==> src/rtl/mem_pkg.sv <==
// Shared definitions for the memory-stage load/store sequencer: bus widths
// and the FSM state encoding.
package mem_pkg;

   localparam int ADDR_WIDTH_DEF = 16;
   localparam int DATA_WIDTH_DEF = 8;

   typedef logic [1:0] mem_state_t;

   localparam mem_state_t IDLE  = 2'd0;
   localparam mem_state_t BYTE0 = 2'd1;
   localparam mem_state_t BYTE1 = 2'd2;
   localparam mem_state_t DONE  = 2'd3;

   function automatic logic is_bus_state(input mem_state_t st);
      return (st == BYTE0) || (st == BYTE1);
   endfunction

endpackage

==> src/rtl/mem_ld_st_unit.sv <==
// Memory-stage load/store sequencer: moves one or two bytes per operation over
// an 8-bit req/ack data-memory bus and stalls the pipeline while busy.
//
// state | meaning
// IDLE  | waiting for op_valid; op fields latched on acceptance
// BYTE0 | low byte transfer at addr, waiting for mem_ack
// BYTE1 | high byte transfer at addr+1 (wraps), word ops only
// DONE  | ld_done pulse; pipeline released; returns to IDLE
module mem_ld_st_unit
   import mem_pkg::*;
#(
   parameter int ADDR_WIDTH = ADDR_WIDTH_DEF,
   parameter int DATA_WIDTH = DATA_WIDTH_DEF
) (
   input  logic                  clock,
   input  logic                  reset_n,
   input  logic                  op_valid,
   input  logic                  op_is_store,
   input  logic                  op_is_word,
   input  logic [ADDR_WIDTH-1:0] op_addr,
   input  logic [DATA_WIDTH-1:0] st_data_top,
   input  logic [DATA_WIDTH-1:0] st_data_bot,
   output logic                  mem_req,
   output logic                  mem_we,
   output logic [ADDR_WIDTH-1:0] mem_addr,
   output logic [DATA_WIDTH-1:0] mem_wdata,
   input  logic [DATA_WIDTH-1:0] mem_rdata,
   input  logic                  mem_ack,
   output logic [DATA_WIDTH-1:0] ld_res_top,
   output logic [DATA_WIDTH-1:0] ld_res_bot,
   output logic                  ld_done,
   output logic                  stall
);

   mem_state_t state_q;
   mem_state_t state_d;

   logic                  lat_is_store;
   logic                  lat_is_word;
   logic [ADDR_WIDTH-1:0] lat_addr;
   logic [DATA_WIDTH-1:0] lat_top;
   logic [DATA_WIDTH-1:0] lo_buf;

   logic accept;
   logic ack_q;
   logic we_src;

   assign accept = (state_q == IDLE) && op_valid;
   assign ack_q  = mem_ack && mem_req && is_bus_state(state_q);
   assign we_src = (state_q == IDLE) ? op_is_store : lat_is_store;

   always_ff @(posedge clock or negedge reset_n) begin
      if (!reset_n) begin
         state_q <= IDLE;
      end else begin
         state_q <= state_d;
      end
   end

   always_comb begin
      state_d = state_q;
      case (state_q)
         IDLE:    if (op_valid) state_d = BYTE0;
         BYTE0:   if (ack_q)    state_d = lat_is_word ? BYTE1 : DONE;
         BYTE1:   if (ack_q)    state_d = DONE;
         DONE:                  state_d = IDLE;
         default:               state_d = IDLE;
      endcase
   end

   always_comb begin
      stall   = 1'b0;
      ld_done = 1'b0;
      case (state_q)
         IDLE:    stall   = op_valid;
         BYTE0:   stall   = 1'b1;
         BYTE1:   stall   = 1'b1;
         DONE:    ld_done = 1'b1;
         default: stall   = 1'b0;
      endcase
   end

   always_ff @(posedge clock or negedge reset_n) begin
      if (!reset_n) begin
         lat_is_store <= 1'b0;
         lat_is_word  <= 1'b0;
         lat_addr     <= '0;
         lat_top      <= '0;
      end else if (accept) begin
         lat_is_store <= op_is_store;
         lat_is_word  <= op_is_word;
         lat_addr     <= op_addr;
         lat_top      <= st_data_top;
      end
   end

   // Bus outputs are registered off the next state so they line up with it.
   always_ff @(posedge clock or negedge reset_n) begin
      if (!reset_n) begin
         mem_req   <= 1'b0;
         mem_we    <= 1'b0;
         mem_addr  <= '0;
         mem_wdata <= '0;
      end else begin
         mem_req <= is_bus_state(state_d);
         mem_we  <= is_bus_state(state_d) && we_src;
         if (accept) begin
            mem_addr  <= op_addr;
            mem_wdata <= st_data_bot;
         end else if ((state_q == BYTE0) && ack_q && lat_is_word) begin
            mem_addr  <= lat_addr + ADDR_WIDTH'(1);
            mem_wdata <= lat_top;
         end
      end
   end

   // Word loads buffer the low byte so both result bytes change together.
   always_ff @(posedge clock or negedge reset_n) begin
      if (!reset_n) begin
         lo_buf     <= '0;
         ld_res_top <= '0;
         ld_res_bot <= '0;
      end else if (ack_q && !lat_is_store) begin
         if (state_q == BYTE0) begin
            if (lat_is_word) begin
               lo_buf <= mem_rdata;
            end else begin
               ld_res_bot <= mem_rdata;
               ld_res_top <= '0;
            end
         end else if (state_q == BYTE1) begin
            ld_res_bot <= lo_buf;
            ld_res_top <= mem_rdata;
         end
      end
   end

endmodule

==> config.mk <==
export PLATFORM = sky130hd
export DESIGN_NAME = mem_ld_st_unit
export DESIGN_NICKNAME = d
export VERILOG_FILES = /design/src/rtl/mem_pkg.sv /design/src/rtl/mem_ld_st_unit.sv
export SDC_FILE = /design/constraint.sdc
export NUM_CORES = 1
export LEC_CHECK = 0
export ABC_AREA = 1
export BUFFER_PORTS_ARGS = -buffer_cell sky130_fd_sc_hd__buf_2
export CORE_MARGIN = 5
export CORE_UTILIZATION = 35
export CTS_CLUSTER_SIZE = 8
export DETAILED_ROUTE_END_ITERATION = 16
export PLACE_DENSITY = 0.59
export SLEW_MARGIN = 25
export SYNTH_ARGS = -nofsm -noshare
export SYNTH_HDL_FRONTEND = slang
export SYNTH_SLANG_ARGS = --single-unit
==> constraint.sdc <==
create_clock -name clock -period 2.44 [get_ports clock]
set_clock_uncertainty 0.15 [all_clocks]
set_input_delay 0.122 -clock clock [delete_from_list [all_inputs] [get_ports clock]]
set_output_delay 0.122 -clock clock [all_outputs]
set_load 0.1 [all_outputs]
Word-level counts from Yosys, hierarchy flattened
Cells that the tools add are included.

storage, ports and cells
  register bits after elaboration = 78
  output and inout bits = 44
  logic and storage cells = 53

operators by class
  add/sub/neg operators = 1
  equality and inequality tests = 6
  muxes and demuxes = 18
  reductions and logical operators = 16

operators by type and width
  kind                                                 count
  2-to-1 mux 8 bit                                     8
  2-to-1 mux 16 bit                                    2
  adder 16 x 1 -> 16 bit, second input constant        1
  case mux 2 bit (4 select lines)                      1
  logical AND 1 bit                                    7
  equality test 2 bit, second input constant           3
  2-to-1 mux 2 bit                                     3
  AND reduction 3 bit                                  2
  equality test 2 x 1 -> 1 bit, second input constant  2
  nonzero test 2 bit                                   2
  2-to-1 mux 1 bit                                     3
  zero test 2 bit                                      1
  logical OR 1 bit                                     2
  != test 2 bit, second input constant                 1
  case mux 1 bit (2 select lines)                      1
  OR reduction 2 bit                                   1
  zero test 1 bit                                      1

Logic depth before layout (Yosys ltp)
  word-level depth = 8
  gate-level depth with buffers = 11
  depth with buffers taken out = 11

Worst setup path before layout
No wires, ideal clock.

  kind = flip-flop to output port
  start = register state_q[1]
  end = output port stall
  data arrival time = 2.586 ns
  required time = 2.168 ns
  setup slack = -0.418 ns
  cell stages (with the launch flop) = 3
  buffers on the path = 0
  cells stage by stage = dfrtp_1 > ha_1 > a21oi_1

between the ends
  cells in the longest elaborated chain, start to end = 3

ends and longest elaborated chain
  what                                                                        RTL line              source
  start: declaration                                                          mem_ld_st_unit.sv:35  mem_state_t state_q;
  start signal: assignment                                                    mem_ld_st_unit.sv:56  state_q <= state_d;
  equality test 2 bit / equality test 2 x 1 -> 1 bit (equally long branches)  mem_ld_st_unit.sv:74  case (state_q)
  OR reduction 2 bit (no source line)                                         n/a
  case mux 1 bit (2 select lines) (*)                                         mem_ld_st_unit.sv:74
  end: declaration                                                            mem_ld_st_unit.sv:32  output logic stall

Every way passes the cells marked *; elsewhere a longest branch is shown, timed or not.

Worst setup path in the final report
  start = register state_q[0]
  end = output port stall

Same word-level chain as after synthesis.

==> summary.md <==
| Metric | Value |
|---|---|
| Mapped Avg Cell Area | 8.26 sq um |
| Placer Congestion | 0.873 |
| Main combinational cell family by area after synthesis | simple AND/OR/NAND/NOR gates |
| Setup tns final | 0 ns |
| CTS Buf Count | 9 |
| Most used DFF post-synth | dfrtp_1 |
| Sequential share of the synthesized area | 0.509 |
| TritonCTS sink count | 78 |
| CTS HTree Levels | 3 |
| Adder-Cell Fraction of Synth Area | 0.0229 |
| Synth Area in Simple Gates | 0.290 |
| Max clock buf depth | 2 |
| Synth cell types | 31 |
| CP startpoint kind | flop |
| Routed Antenna Nets | 0 |
| Worst Hold Class | in -> reg |
| Fillcell total | 1054 |
| Reg2reg setup slack | 0.24 ns |
| EDFF count, synth | 0 |
| Crit path launch | state_q[0] |
| Final number of setup-violating endpoints | 0 |
| Initial drt markers | 207 |
| CP Data Arrival Time | 1.94 ns |
| FF+latch count, synth | 78 |
| CP max FO | 9 |
| Commonest non-fill, non-tap cells in the layout | nand2_1 (149), buf_2 (88), dfrtp_1 (78), nor2_1 (57), dlygate4sd3_1 (43) |
| R2r startpoint | state_q[0] |
| Non-filler cells, final | 739 |
| Tot GR Track Use | 0.156 |
| Final Slew Violations | 0 |
| Maximum clock frequency | 0.452 GHz |
| Synth async-reset ratio | 1.00 |
| Final hold violations | 0 |
| Most common cell after layout, fill and taps aside | nand2_1 |
| Die H | 115 um |
| DP Wirelength | 6.97 mm |
| Slew HR | 0.658 |
| Synth warn | 0 |
| CP endpoint | stall |
| Routed vias/inst | 4.76 |
| Compound-Gate Fraction of Synth Area | 0.0979 |
| Vias in the first global route | 3519 |
| Total wire length | 9.91 mm |
| CP required | 2.17 ns |
| Post-CTS Resized | 0 |
| Wire length per cell | 13.4 um |
| DRC | 0 |
| Die ar. | 0.0131 sq mm |
| Post-Syn Area | 0.00383 sq mm |
| Die width | 115 um |
| First-pass GRT wire length | 16.4 mm |
| Largest net degree at the start of global routing | 49 |
| Post-Synth XOR/XNOR Area | 0.00686 |
| Max Cap Viol | 0 |
| Port-buffer cells | 89 |
| P&R area growth vs syn | 30.5% |
| Fraction of layout cells with a size suffix above 1 | 0.215 |
| Initial core utilization | 0.355 |
| RSZ-0062 raised after global routing | false |
| Fin crit period | 2.21 ns |
| Post-Syn Instances | 464 |
| Vias post-DR | 3520 |
| Initial antenna violation count | 0 |
| Status | finished clean |
| Worst-path clk slew | 0.10 ns |
| Post-synthesis mux area share | 0.00555 |
| Setup CP Type | reg -> out |
| Core Area | 0.0108 sq mm |
| Post-CTS Setup Inserts | 0 |
| Setup crit end kind | output port |
| Nets | 647 |
| Row count | 38 |
| Root buf cell | clkbuf_8 |
| Measured slew at the worst slew-check pin | 0.517 ns |
| Io pins | 90 |
| Number of diodes | 0 |
| Clock tree from TritonCTS | built |
| GR Overflow Total | 0 |
| Worst R2R Path Depth | 9 |
| CTS Hold Bufs | 43 |
| Clk Latency, worst-skew pair | 0.35 ns |
| Placed Instances | 680 |
| Synth Net Count | 517 |
| Worst R2R End | mem_addr[15] |
| Pre-Repair DR Iteration Count | 5 |
| Final Cycle Share | 0.906 |
per-layer routing:
metal	vias to the layer above	routed length [um]	track usage
li1	1766	-	-
met1	1628	4530	0.203
met2	104	4570	0.248
met3	22	544	0.0301
met4	0	269	0.0752
met5	-	0	0
sequential cells by signal (all words and copies together), names as in the netlist, 2 cells and up:
register    cells
mem_addr       16
lat_top         8
lo_buf          8
lat_addr       16
ld_res_bot      8
state_q         2
mem_wdata       8
ld_res_top      8
synth_stat cells (all sizes together), types with 3 or more instances:
cell type	instances	area, sq um
a21oi	11	55.1
a31oi	19	119
buf	15	126
clkbuf	4	15.0
dfrtp	78	1950
ha	7	87.6
inv	31	119
nand2	151	577
nand3	30	165
nand4	7	43.8
nor2	63	277
o21ai	35	175
or2	4	27.5
xor2	3	26.3
critical path, stage by stage, from the launching register on:
cell     delay, ns
dfrtp_1       0.42
inv_1         0.18
ha_1          0.27
nand2_4       0.12
a21oi_2       0.16
buf_2         0.44
kinds of logic (layout without fill, tap and decap cells):
| logic type | Yosys count | count (layout) |
|---|---|---|
| compound gates | 68 | 68 |
| buf+inv | 50 | 185 |
| simple gates | 256 | 256 |
| mux | 2 | 2 |
| fa+ha+maj | 7 | 7 |
| xor+xnor | 3 | 3 |
| flops | 78 | 78 |
worst min path at each step:
stage	start	end	slack, ns	cells past startpoint
after detailed placement	reset_n	ld_res_top[5]	-0.06	1
after floorplan	reset_n	lat_addr[0]	-0.32	0
final	op_addr[3]	mem_addr[3]	0.06	5
after CTS	op_addr[3]	lat_addr[3]	0.04	4
after global routing	op_addr[3]	lat_addr[3]	0.07	4
after global placement	reset_n	ld_res_top[5]	-0.07	1
area by class of cell:
class,instances,area (sq um),area share
inverters,31,119,0.0238
clock buffers,9,124,0.0248
flip-flops and latches,78,1950,0.390
well taps,140,175,0.0350
repair buffers,138,936,0.187
multi-input cells,336,1620,0.325
clock inverters,7,72.6,0.0145
through the flow:
stage	setup WS [ns]	hold WS, ns	util	cell area (sq um)
floorplan	0.179	-0.324	-	3840
global placement	0.299	-0.0674	0.405	4380
detailed placement	0.227	-0.0607	0.405	4380
CTS	0.208	0.0426	0.463	5000
global route	0.0204	0.0661	0.463	5000
finish	0.229	0.0622	0.463	5000
Power is not shown: default switching activity piles up to over one toggle a cycle in this logic, so the estimate is an artifact.
